File: config.mk
export PLATFORM = sky130hd
export DESIGN_NAME = bcd_serial_addsub_flat
export DESIGN_NICKNAME = d
export VERILOG_FILES = /design/src/rtl/bcd_serial_addsub_pkg.sv /design/src/rtl/bcd_serial_addsub_if.sv /design/src/rtl/bcd_digit_adder.sv /design/src/rtl/bcd_serial_addsub.sv /design/src/flat_wrapper.sv
export SDC_FILE = /design/constraint.sdc
export NUM_CORES = 1
export LEC_CHECK = 0
export CAP_MARGIN = 20
export CORE_MARGIN = 5
export CORE_UTILIZATION = 35
export CTS_CLUSTER_SIZE = 20
export DETAILED_ROUTE_END_ITERATION = 8
export PLACE_DENSITY = 0.54
export SKIP_LAST_GASP = 1
export SYNTH_ARGS = -nofsm -noshare
export SYNTH_HDL_FRONTEND = slang
export SYNTH_SLANG_ARGS = --single-unit
File: constraint.sdc
create_clock -name clk -period 6.9 [get_ports clk]
set_input_delay 1.38 -clock clk [delete_from_list [all_inputs] [get_ports clk]]
set_output_delay 1.38 -clock clk [all_outputs]
set_load 0.03 [all_outputs]
File: src/rtl/bcd_serial_addsub_pkg.sv
// Shared definitions for the serial BCD adder/subtractor.
//   state_t    : controller states (IDLE, ADD, NEG, DONE)
//   BCD_NINE   : largest legal BCD digit, also the nine's-complement base
//   BCD_SIX    : decimal-correction offset applied when a binary digit sum exceeds 9
//   nines_comp : nine's complement of one BCD digit
package bcd_pkg;

    typedef enum logic [1:0] {
        ST_IDLE = 2'd0,
        ST_ADD  = 2'd1,
        ST_NEG  = 2'd2,
        ST_DONE = 2'd3
    } state_t;

    localparam logic [3:0] BCD_NINE = 4'd9;
    localparam logic [3:0] BCD_SIX  = 4'd6;

    function automatic logic [3:0] nines_comp(input logic [3:0] d);
        return BCD_NINE - d;
    endfunction

endpackage

File: src/rtl/bcd_serial_addsub_if.sv
// Operation request / result bundle for bcd_serial_addsub.
//   start, mode, cin, A, B : request side (driven by the master)
//   ready, done, S, cout, neg, err : status and result (driven by the slave)
// A, B and S are packed BCD with the least significant digit at bits [3:0].
interface bcd_serial_addsub_if #(
    parameter int DIGIT_NUM = 8
);
    logic                   start;
    logic                   mode;
    logic                   cin;
    logic [4*DIGIT_NUM-1:0] A;
    logic [4*DIGIT_NUM-1:0] B;
    logic                   ready;
    logic                   done;
    logic [4*DIGIT_NUM-1:0] S;
    logic                   cout;
    logic                   neg;
    logic                   err;

    modport master (
        output start, mode, cin, A, B,
        input  ready, done, S, cout, neg, err
    );

    modport slave (
        input  start, mode, cin, A, B,
        output ready, done, S, cout, neg, err
    );
endinterface

File: src/rtl/bcd_digit_adder.sv
// Combinational single-digit BCD adder.
//   a, b : BCD digits (0..9)
//   cin  : incoming decimal carry
//   s    : decimal-corrected sum digit
//   cout : outgoing decimal carry
module bcd_digit_adder
    import bcd_pkg::*;
(
    input  logic [3:0] a,
    input  logic [3:0] b,
    input  logic       cin,
    output logic [3:0] s,
    output logic       cout
);

    logic [4:0] bin_sum;

    always_comb begin
        bin_sum = {1'b0, a} + {1'b0, b} + {4'b0000, cin};
        if (bin_sum > {1'b0, BCD_NINE}) begin
            // Adding 6 skips the six unused codes; bit 4 of the result is the carry.
            s    = bin_sum[3:0] + BCD_SIX;
            cout = 1'b1;
        end else begin
            s    = bin_sum[3:0];
            cout = 1'b0;
        end
    end

endmodule

File: src/rtl/bcd_serial_addsub.sv
// Digit-serial BCD adder/subtractor, one digit per clock, LSD first.
//   clk   : clock, rising edge
//   reset : asynchronous active-high reset
//   bus   : request/result bundle (slave side), see bcd_serial_addsub_if
// Subtraction adds the ten's complement of B; a missing final carry means A < B,
// and a second pass (NEG) ten's-complements the stored result to give the magnitude.
module bcd_serial_addsub
    import bcd_pkg::*;
#(
    parameter int DIGIT_NUM = 8
) (
    input  logic                 clk,
    input  logic                 reset,
    bcd_serial_addsub_if.slave   bus
);

    localparam int W     = 4 * DIGIT_NUM;
    localparam int CNT_W = $clog2(DIGIT_NUM + 1);
    localparam logic [CNT_W-1:0] LAST_DIGIT = CNT_W'(DIGIT_NUM - 1);

    state_t           state_reg, state_next;
    logic [CNT_W-1:0] cnt_reg, cnt_next;
    logic [W-1:0]     a_sh_reg, a_sh_next;
    logic [W-1:0]     b_sh_reg, b_sh_next;
    logic [W-1:0]     s_sh_reg, s_sh_next;
    logic             carry_reg, carry_next;
    logic             mode_reg, mode_next;
    logic             cout_reg, cout_next;
    logic             neg_reg, neg_next;
    logic             err_reg, err_next;

    logic [3:0]       add_a, add_b, add_s;
    logic             add_cout;
    logic [W-1:0]     s_shifted;
    logic [DIGIT_NUM-1:0] bad_digit;

    // Per-digit legality check of both incoming operands.
    generate
        for (genvar gi = 0; gi < DIGIT_NUM; gi++) begin : g_digit_chk
            assign bad_digit[gi] = (bus.A[4*gi +: 4] > BCD_NINE) ||
                                   (bus.B[4*gi +: 4] > BCD_NINE);
        end
    endgenerate

    // The single digit adder is shared: in ADD it sees a_i and b_i (or 9-b_i),
    // in NEG it sees 9-d_i plus the running carry.
    always_comb begin
        if (state_reg == ST_NEG) begin
            add_a = nines_comp(s_sh_reg[3:0]);
            add_b = 4'd0;
        end else begin
            add_a = a_sh_reg[3:0];
            add_b = mode_reg ? nines_comp(b_sh_reg[3:0]) : b_sh_reg[3:0];
        end
    end

    bcd_digit_adder u_digit_adder (
        .a    (add_a),
        .b    (add_b),
        .cin  (carry_reg),
        .s    (add_s),
        .cout (add_cout)
    );

    // New digits enter at the top so that after DIGIT_NUM shifts the first
    // (least significant) digit has arrived at bits [3:0].
    assign s_shifted = (s_sh_reg >> 4) | (W'(add_s) << (W - 4));

    always_comb begin
        state_next = state_reg;
        cnt_next   = cnt_reg;
        a_sh_next  = a_sh_reg;
        b_sh_next  = b_sh_reg;
        s_sh_next  = s_sh_reg;
        carry_next = carry_reg;
        mode_next  = mode_reg;
        cout_next  = cout_reg;
        neg_next   = neg_reg;
        err_next   = err_reg;

        case (state_reg)
            ST_IDLE: begin
                if (bus.start) begin
                    cnt_next  = '0;
                    s_sh_next = '0;
                    cout_next = 1'b0;
                    neg_next  = 1'b0;
                    mode_next = bus.mode;
                    if (|bad_digit) begin
                        err_next   = 1'b1;
                        a_sh_next  = '0;
                        b_sh_next  = '0;
                        carry_next = 1'b0;
                        state_next = ST_DONE;
                    end else begin
                        err_next   = 1'b0;
                        a_sh_next  = bus.A;
                        b_sh_next  = bus.B;
                        // The +1 of the ten's complement rides in on the first carry.
                        carry_next = bus.mode ? 1'b1 : bus.cin;
                        state_next = ST_ADD;
                    end
                end
            end

            ST_ADD: begin
                a_sh_next  = a_sh_reg >> 4;
                b_sh_next  = b_sh_reg >> 4;
                s_sh_next  = s_shifted;
                carry_next = add_cout;
                if (cnt_reg == LAST_DIGIT) begin
                    cnt_next = '0;
                    if (!mode_reg) begin
                        cout_next  = add_cout;
                        state_next = ST_DONE;
                    end else if (add_cout) begin
                        // A >= B: the complement sum already is the magnitude.
                        state_next = ST_DONE;
                    end else begin
                        carry_next = 1'b1;
                        state_next = ST_NEG;
                    end
                end else begin
                    cnt_next = cnt_reg + 1'b1;
                end
            end

            ST_NEG: begin
                s_sh_next  = s_shifted;
                carry_next = add_cout;
                if (cnt_reg == LAST_DIGIT) begin
                    cnt_next   = '0;
                    neg_next   = 1'b1;
                    state_next = ST_DONE;
                end else begin
                    cnt_next = cnt_reg + 1'b1;
                end
            end

            ST_DONE: begin
                state_next = ST_IDLE;
            end

            default: begin
                state_next = ST_IDLE;
            end
        endcase
    end

    always_ff @(posedge clk or posedge reset) begin
        if (reset) begin
            state_reg <= ST_IDLE;
            cnt_reg   <= '0;
            a_sh_reg  <= '0;
            b_sh_reg  <= '0;
            s_sh_reg  <= '0;
            carry_reg <= 1'b0;
            mode_reg  <= 1'b0;
            cout_reg  <= 1'b0;
            neg_reg   <= 1'b0;
            err_reg   <= 1'b0;
        end else begin
            state_reg <= state_next;
            cnt_reg   <= cnt_next;
            a_sh_reg  <= a_sh_next;
            b_sh_reg  <= b_sh_next;
            s_sh_reg  <= s_sh_next;
            carry_reg <= carry_next;
            mode_reg  <= mode_next;
            cout_reg  <= cout_next;
            neg_reg   <= neg_next;
            err_reg   <= err_next;
        end
    end

    assign bus.ready = (state_reg == ST_IDLE);
    assign bus.done  = (state_reg == ST_DONE);
    assign bus.S     = s_sh_reg;
    assign bus.cout  = cout_reg;
    assign bus.neg   = neg_reg;
    assign bus.err   = err_reg;

endmodule

File: src/flat_wrapper.sv
// flat-port wrapper written by rule: the top's interface ports become plain ports
module bcd_serial_addsub_flat import bcd_pkg::*;
#(
    parameter int DIGIT_NUM = 8
)
  (clk, reset, bus_start, bus_mode, bus_cin, bus_A, bus_B, bus_ready, bus_done, bus_S, bus_cout, bus_neg, bus_err);
  bcd_serial_addsub_if #(.DIGIT_NUM(DIGIT_NUM)) bus_i ();
  input  logic clk;
  input  logic reset;
  input wire logic [$bits(bus_i.start)-1:0] bus_start;
  input wire logic [$bits(bus_i.mode)-1:0] bus_mode;
  input wire logic [$bits(bus_i.cin)-1:0] bus_cin;
  input wire logic [$bits(bus_i.A)-1:0] bus_A;
  input wire logic [$bits(bus_i.B)-1:0] bus_B;
  output wire logic [$bits(bus_i.ready)-1:0] bus_ready;
  output wire logic [$bits(bus_i.done)-1:0] bus_done;
  output wire logic [$bits(bus_i.S)-1:0] bus_S;
  output wire logic [$bits(bus_i.cout)-1:0] bus_cout;
  output wire logic [$bits(bus_i.neg)-1:0] bus_neg;
  output wire logic [$bits(bus_i.err)-1:0] bus_err;
  assign bus_i.start = bus_start;
  assign bus_i.mode = bus_mode;
  assign bus_i.cin = bus_cin;
  assign bus_i.A = bus_A;
  assign bus_i.B = bus_B;
  assign bus_ready = bus_i.ready;
  assign bus_done = bus_i.done;
  assign bus_S = bus_i.S;
  assign bus_cout = bus_i.cout;
  assign bus_neg = bus_i.neg;
  assign bus_err = bus_i.err;
  bcd_serial_addsub #(.DIGIT_NUM(DIGIT_NUM)) u_core (.clk(clk), .reset(reset), .bus(bus_i));
endmodule
==> impl_metrics.py, run 1 <==
metrics = {
    "status": {
        "status": "completed",
    },
    "synth": {
        "yosysWarnings": 0,
        "avgSynthCellArea_um2": 9.365,
        "async_reset_ff_share_pct": 100.0,
        "synth_ff_type": "dfrtp_1",
        "synthTopCellsByCount": "117 x a21oi_1, 107 x dfrtp_1, 65 x nor2_1",
        "synth_edf_count": 0,
        "synthesis.nets": 631,
        "synth_area_leader_cell": "dfrtp_1",
        "synth_cell_types": 45,
        "syn_area_mm2": 0.005141,
        "syn_inst": 549,
        "yosys-top-cells-area": "dfrtp_1 52%, a21oi_1 11%, a22o_1 6.3%, nand3_1 5.8%, nor2_1 4.7%",
        "synth_most_common_cell": "a21oi_1",
        "synth_top_area_share_pct": 52.08,
        "ys_seq_area_share_pct": 52.08,
        "ys_ff_latch": 107,
    },
    "routing": {
        "wl_um": 14310,
        "drtAntennaViolNets": 0,
        "firstDrtPassIters": 5,
        "drt-wirelength-per-cell_um": 17.45,
        "met3RoutedLength_um": 817,
        "top_layer": "met4",
        "met2_wirelength_um": 6894,
        "drt_iter0_drc": 417,
        "drcViolationCount": 0,
        "met1_length_um": 6375,
        "num_vias": 4485,
        "viasPerCell": 5.470,
    },
    "min_path": {
        "worstHoldStart": "u_core.bus.cout$_DFFE_PP0P_",
        "min_path_cells": 2,
        "worst_hold_path.endpoint": "u_core.bus.cout$_DFFE_PP0P_",
        "hold_class": "reg2reg",
    },
    "timing": {
        "fin_crit_ps": 3681,
        "finalHoldViolCount": 0,
        "maxSlewHeadroom_pct": 30.95,
        "clock.fmax_ghz": 0.2717,
        "setup_slack_ps": 3219,
        "setup_tns_ps": 0,
        "finClkSkew_ps": 7.345,
        "tightest_slew_ps": 1036,
        "rsz0062_at_grt": "no",
        "final_max_slew_viol_count": 0,
        "finalCritPeriodShare_pct": 53.34,
        "setup_violations": 0,
    },
    "setup_path": {
        "critPathCaptureType": "flip-flop",
        "crit_fanout": 37,
        "crit_required_ps": 7140,
        "crit_family": "buffers and inverters",
        "rr_worst_depth": 9,
        "rrSetupSlack_ps": 3670,
        "r2r-end": "u_core.bus.S[30]$_DFFE_PP0P_",
        "rr_startpoint": "u_core.state_reg[0]$_DFFE_PP0P_",
        "crit_path_start_kind": "primary input",
        "path_cells": "clkdlybuf4s50_1 > o21ai_0 > nand4_1 > nor4_4 > buf_6 > buf_4 > nand2_1 > a31o_2",
        "crit_arrival_ps": 3920,
        "slowest_stage": "clkdlybuf4s50_1",
        "cp.buffers_inverters": 3,
        "max_stage_delay_ps": 430,
        "worstSetupPathType": "in2reg",
    },
    "placement": {
        "placed_cell_area_mm2": 0.006340,
        "place_ws_ps": 2200,
        "placed_cells": 804,
        "portBuffers": 105,
        "gp_congestion": 0.8054,
        "place_hpwl_um": 9654,
    },
    "cells_and_area": {
        "final_layout_size_suffix_gt1_share_pct": 6.289,
        "final_cells": 820,
        "areaGrowthSynthToFinish_pct": 29.23,
        "nNetsFinal": 714,
        "final_util_pct": 45.89,
        "fin_area_mm2": 0.006644,
        "antenna_cells": 0,
    },
    "pwr": {
        "p_per_area_mw_per_mm2": 532.9,
        "p_leak_uw": 0.002783,
        "vdd_drop_max_mv": 0.2254,
    },
    "floorplan": {
        "die-width_um": 131.2,
        "dieArea_mm2": 0.01721,
        "core_area_mm2": 0.01448,
        "fp.dieH_um": 131.2,
        "num_rows": 44,
        "io_pins": 106,
        "initial_utilization_pct": 35.51,
    },
    "clock_network": {
        "ctsLongestPathBuffers": 2,
        "cts_hold_buffers": 0,
        "clock_latency_ps": 350,
        "cts_tree": "yes",
        "cts_setup_buffers": 0,
        "htreeDepth": 3,
        "cts_root_buf": "clkbuf_16",
        "numCtsBuffers": 9,
        "ctsResizeCount": 0,
        "clock-sinks": 107,
        "clkTransAtPathRegs_ps": 70,
    },
    "global_routing": {
        "grt_max_degree": 59,
        "grt_pass1_vias": 4566,
        "grt_overflow": 0,
        "track_usage_pct": 16.45,
        "grt_pass1_wl_um": 23700,
        "antenna_found_initial": 0,
    },
    "job": {
        "drv_cap": 0,
    },
}
-- area by class of cell --
cell class              count  area [um2]
fillers                  1422        7835
flip-flops and latches    107        2678
multi-input cells         385        2266
repair buffers            113        1115
clock buffers              10       239.0
well taps                 184       230.2
inverters                  16       62.56
clock inverters             5       53.80
-- cell usage in the layout, fill, tap and decap left out, drive strengths merged, types with 4 or more instances in the layout --
cell           instances
ha                    11
a22o                  37
clkbuf                10
dfrtp                107
buf                    8
clkdlybuf4s50        105
clkinv                 5
nor2                  65
mux2                   5
o21ai                 28
inv                   15
nand2                 18
a21oi                117
nand3                 60
nand4                  5
a21o                   4
-- how the worst max path moves through the flow --
stage,slack [ps],cells after the start,to,startpoint
6_report,3220,8,u_core.state_reg[1]$_DFFE_PP0P_,bus_A[10]
5_1_grt,3060,8,u_core.state_reg[1]$_DFFE_PP0P_,bus_A[9]
4_1_cts,2590,6,u_core.b_sh_reg[30]$_DFFE_PP0P_,bus_A[10]
3_5_place_dp,2200,6,u_core.a_sh_reg[31]$_DFFE_PP0P_,bus_A[10]
3_3_place_gp,2240,6,u_core.a_sh_reg[29]$_DFFE_PP0P_,bus_A[10]
2_1_floorplan,2700,1,u_core.a_sh_reg[0]$_DFFE_PP0P_,reset
-- power breakdown --
| part | internal [uW] | leakage [uW] | switching, uW | total [uW] |
|---|---|---|---|---|
| registers | 906 | 0.00134 | 178 | 1080 |
| clock network | 288 | 0.000148 | 233 | 522 |
| logic | 754 | 0.00129 | 1180 | 1930 |
| total | 1950 | 0.00278 | 1590 | 3540 |
-- per-stage QoR --
stage	total power, uW	hold slack [ps]
after floorplan	2491	469.6
after global placement	3007	470.8
after detailed placement	3042	487.2
after CTS	3576	504.0
after global routing	3851	533.3
final	3540	493.4
-- per-layer routing --
layer,track usage (%),vias to the layer above
li1,-,2122
met1,22.06,2225
met2,26.16,125
met3,5.122,13
met4,3.811,0
met5,0,-
-- kinds of logic after synthesis --
| logic type | count (synthesis) | share of synthesized area (%) |
|---|---|---|
| adders and majority gates | 13 | 3.456 |
| buffers and inverters | 57 | 4.575 |
| xor gates and xnor gates | 4 | 0.6816 |
| and+or+nand+nor | 161 | 14.58 |
| AOI/OAI and AO/OA | 200 | 23.14 |
| muxes | 7 | 1.484 |
| DFF | 107 | 52.08 |
-- worst reg2reg max path: cells and delay by family, from the launching register on --
kind	cells	cell delay, ps
simple gates	4	1270
fa+ha+maj	2	800
flops	1	440
mux	1	410
buf+inv	1	110
compound gates	1	100
No activity file was read; power rests on OpenSTA's default activity.
==> run 2, diff against run 1 <==
Settings changed: PLACE_DENSITY 0.54 to 0.56.
Clock period 6.9 ns to 3.2 ns, I/O delays scaled along.
==> run 2 against run 1 <==
Via count increased by 0.40%. Power rose by 120%. Count of clock-buffer cells in the layout is the same. Wire length shrank 1.1%. Combinational power increased by 120%. Flip-flop and latch count unchanged. Sequential power rose by 120%. Sequential share of layout area down 0.77 points. Cell area rose by 2.0%. Non-clock buffer count grew 5. Critical endpoint is now u_core.bus.S[30]$_DFFE_PP0P_. Largest cell class unchanged.
==> impl_metrics.py, run 2 (synthesis gave the netlist of run 1 again) <==
metrics = {
    "status": {
        "status": "completed",
    },
    "routing": {
        "num_vias": 4503,
        "drcViolationCount": 0,
        "wl_um": 14150,
        "drt_iter0_drc": 418,
        "firstDrtPassIters": 4,
        "drtAntennaViolNets": 0,
        "viasPerCell": 5.452,
        "drt-wirelength-per-cell_um": 17.14,
    },
    "placement": {
        "place_hpwl_um": 9583,
        "gp_congestion": 0.7576,
        "portBuffers": 105,
    },
    "timing": {
        "finalHoldViolCount": 0,
        "final_max_slew_viol_count": 0,
        "finClkSkew_ps": 4.479,
        "fin_crit_ps": 3022,
        "setup_violations": 0,
        "maxSlewHeadroom_pct": 35.07,
        "clock.fmax_ghz": 0.3309,
        "rsz0062_at_grt": "no",
        "tightest_slew_ps": 970.2,
        "finalCritPeriodShare_pct": 94.44,
        "setup_tns_ps": 0,
    },
    "global_routing": {
        "track_usage_pct": 16.27,
        "gr-usage-met1_pct": 22.42,
        "grt_pass1_vias": 4599,
        "grt_pass1_wl_um": 23700,
        "antenna_found_initial": 0,
        "grt_max_degree": 108,
        "grt_overflow": 0,
        "grt.met3_usage_pct": 3.058,
        "use_met2_pct": 25.56,
        "grt-busiest-layer": "met2",
    },
    "clock_network": {
        "cts_hold_buffers": 0,
        "cts_setup_buffers": 0,
        "ctsResizeCount": 0,
        "clock-sinks": 107,
        "cts_root_buf": "clkbuf_16",
        "numCtsBuffers": 9,
        "cts_tree": "yes",
        "htreeDepth": 3,
        "ctsLongestPathBuffers": 2,
        "clkTransAtPathRegs_ps": 70,
        "clock_latency_ps": 350,
    },
    "setup_path": {
        "critPathCaptureType": "flip-flop",
        "worstSetupPathType": "reg2reg",
        "crit_path_start_kind": "flip-flop",
        "crit_fanout": 6,
        "crit_arrival_ps": 3270,
        "crit_required_ps": 3450,
        "worstSetupStartpoint": "u_core.state_reg[0]$_DFFE_PP0P_",
        "rr_startpoint": "u_core.state_reg[0]$_DFFE_PP0P_",
    },
    "pwr": {
        "p_per_area_mw_per_mm2": 1171,
        "p_leak_uw": 0.002836,
        "vdd_drop_max_mv": 0.6267,
    },
    "floorplan": {
        "num_rows": 44,
        "die-width_um": 131.2,
        "core_area_mm2": 0.01448,
        "fp.dieH_um": 131.2,
        "io_pins": 106,
        "dieArea_mm2": 0.01721,
        "initial_utilization_pct": 35.51,
    },
    "cells_and_area": {
        "antenna_cells": 0,
        "areaGrowthSynthToFinish_pct": 31.76,
        "final_layout_size_suffix_gt1_share_pct": 7.165,
        "nNetsFinal": 719,
        "num-fill-cells": 1416,
        "final_util_pct": 46.79,
        "final_common_cell": "a21oi_1",
        "layout_common_cells": "117 x a21oi_1, 107 x dfrtp_1, 105 x clkdlybuf4s50_1, 65 x nor2_1, 60 x nand3_1",
    },
    "min_path": {
        "hold_class": "reg2reg",
        "worstHoldStart": "u_core.bus.err$_DFFE_PP0P_",
    },
    "job": {
        "drv_cap": 0,
    },
}
-- run 2: cell count changes in the layout (fill, tap and decap cells not counted), sizes merged --
cell and change:
buf +5, clkinv -3, bufinv +2, clkinvlp +2
-- run 2: area by class of cell --
type                            count  area (um2)  share of cell area, %
Sequential cell                   107        2678                  39.53
Multi-Input combinational cell    385        2266                  33.45
Timing Repair Buffer              118        1186                  17.51
Clock buffer                       10       239.0                  3.528
Tap cell                          184       230.2                  3.399
Clock inverter                      6       111.4                  1.644
Inverter                           16       63.81                 0.9420
-- run 2: worst max-delay path, cell delays in order (launching register included) --
cell and delay (ps):
dfrtp_1 440, inv_1 110, ha_1 300, mux2_2 380
ha_1 330, and3b_1 210, or3_4 370, and2_4 180
or4_1 500, o311ai_1 100
-- run 2: metrics by stage --
step           hold WS, ps  worst slack, ps  std cells  total power [uW]  instance area, um2
6_report             482.8            177.9        826              7931                6774
3_3_place_gp         471.7            291.3        810              6557                6424
4_1_cts              492.3            175.2        826              8021                6774
5_1_grt              530.9            12.85        826              8581                6774
3_5_place_dp         475.9            202.0        810              6679                6424
2_1_floorplan        469.6            150.4        549              5372                5145
-- run 2: final timing paths --
kind                                                     end  slack (ps)  depth (start not counted)
min in group asynchronous       u_core.bus.S[26]$_DFFE_PP0P_         770                          3
worst max register to register  u_core.bus.S[30]$_DFFE_PP0P_         180                          9
worst min register to register    u_core.bus.err$_DFFE_PP0P_         480                          2
max in group asynchronous         u_core.bus.neg$_DFFE_PP0P_        1920                          3
worst min-delay path              u_core.bus.err$_DFFE_PP0P_         480                          2
worst max-delay path            u_core.bus.S[30]$_DFFE_PP0P_         180                          9
-- run 2: power breakdown --
group,switching (uW),internal (uW),total (uW)
Sequential,377,1950,2330
Clock,511,788,1300
Combinational,2600,1700,4300
Total,3490,4440,7930
-- run 2: metal layers --
layer	up-vias	routed length, um	part of all wire (%)
met5	-	0	0
met2	129	6469	46
met4	0	284	2.0
met3	19	620	4.4
li1	2153	-	-
met1	2202	6779	48
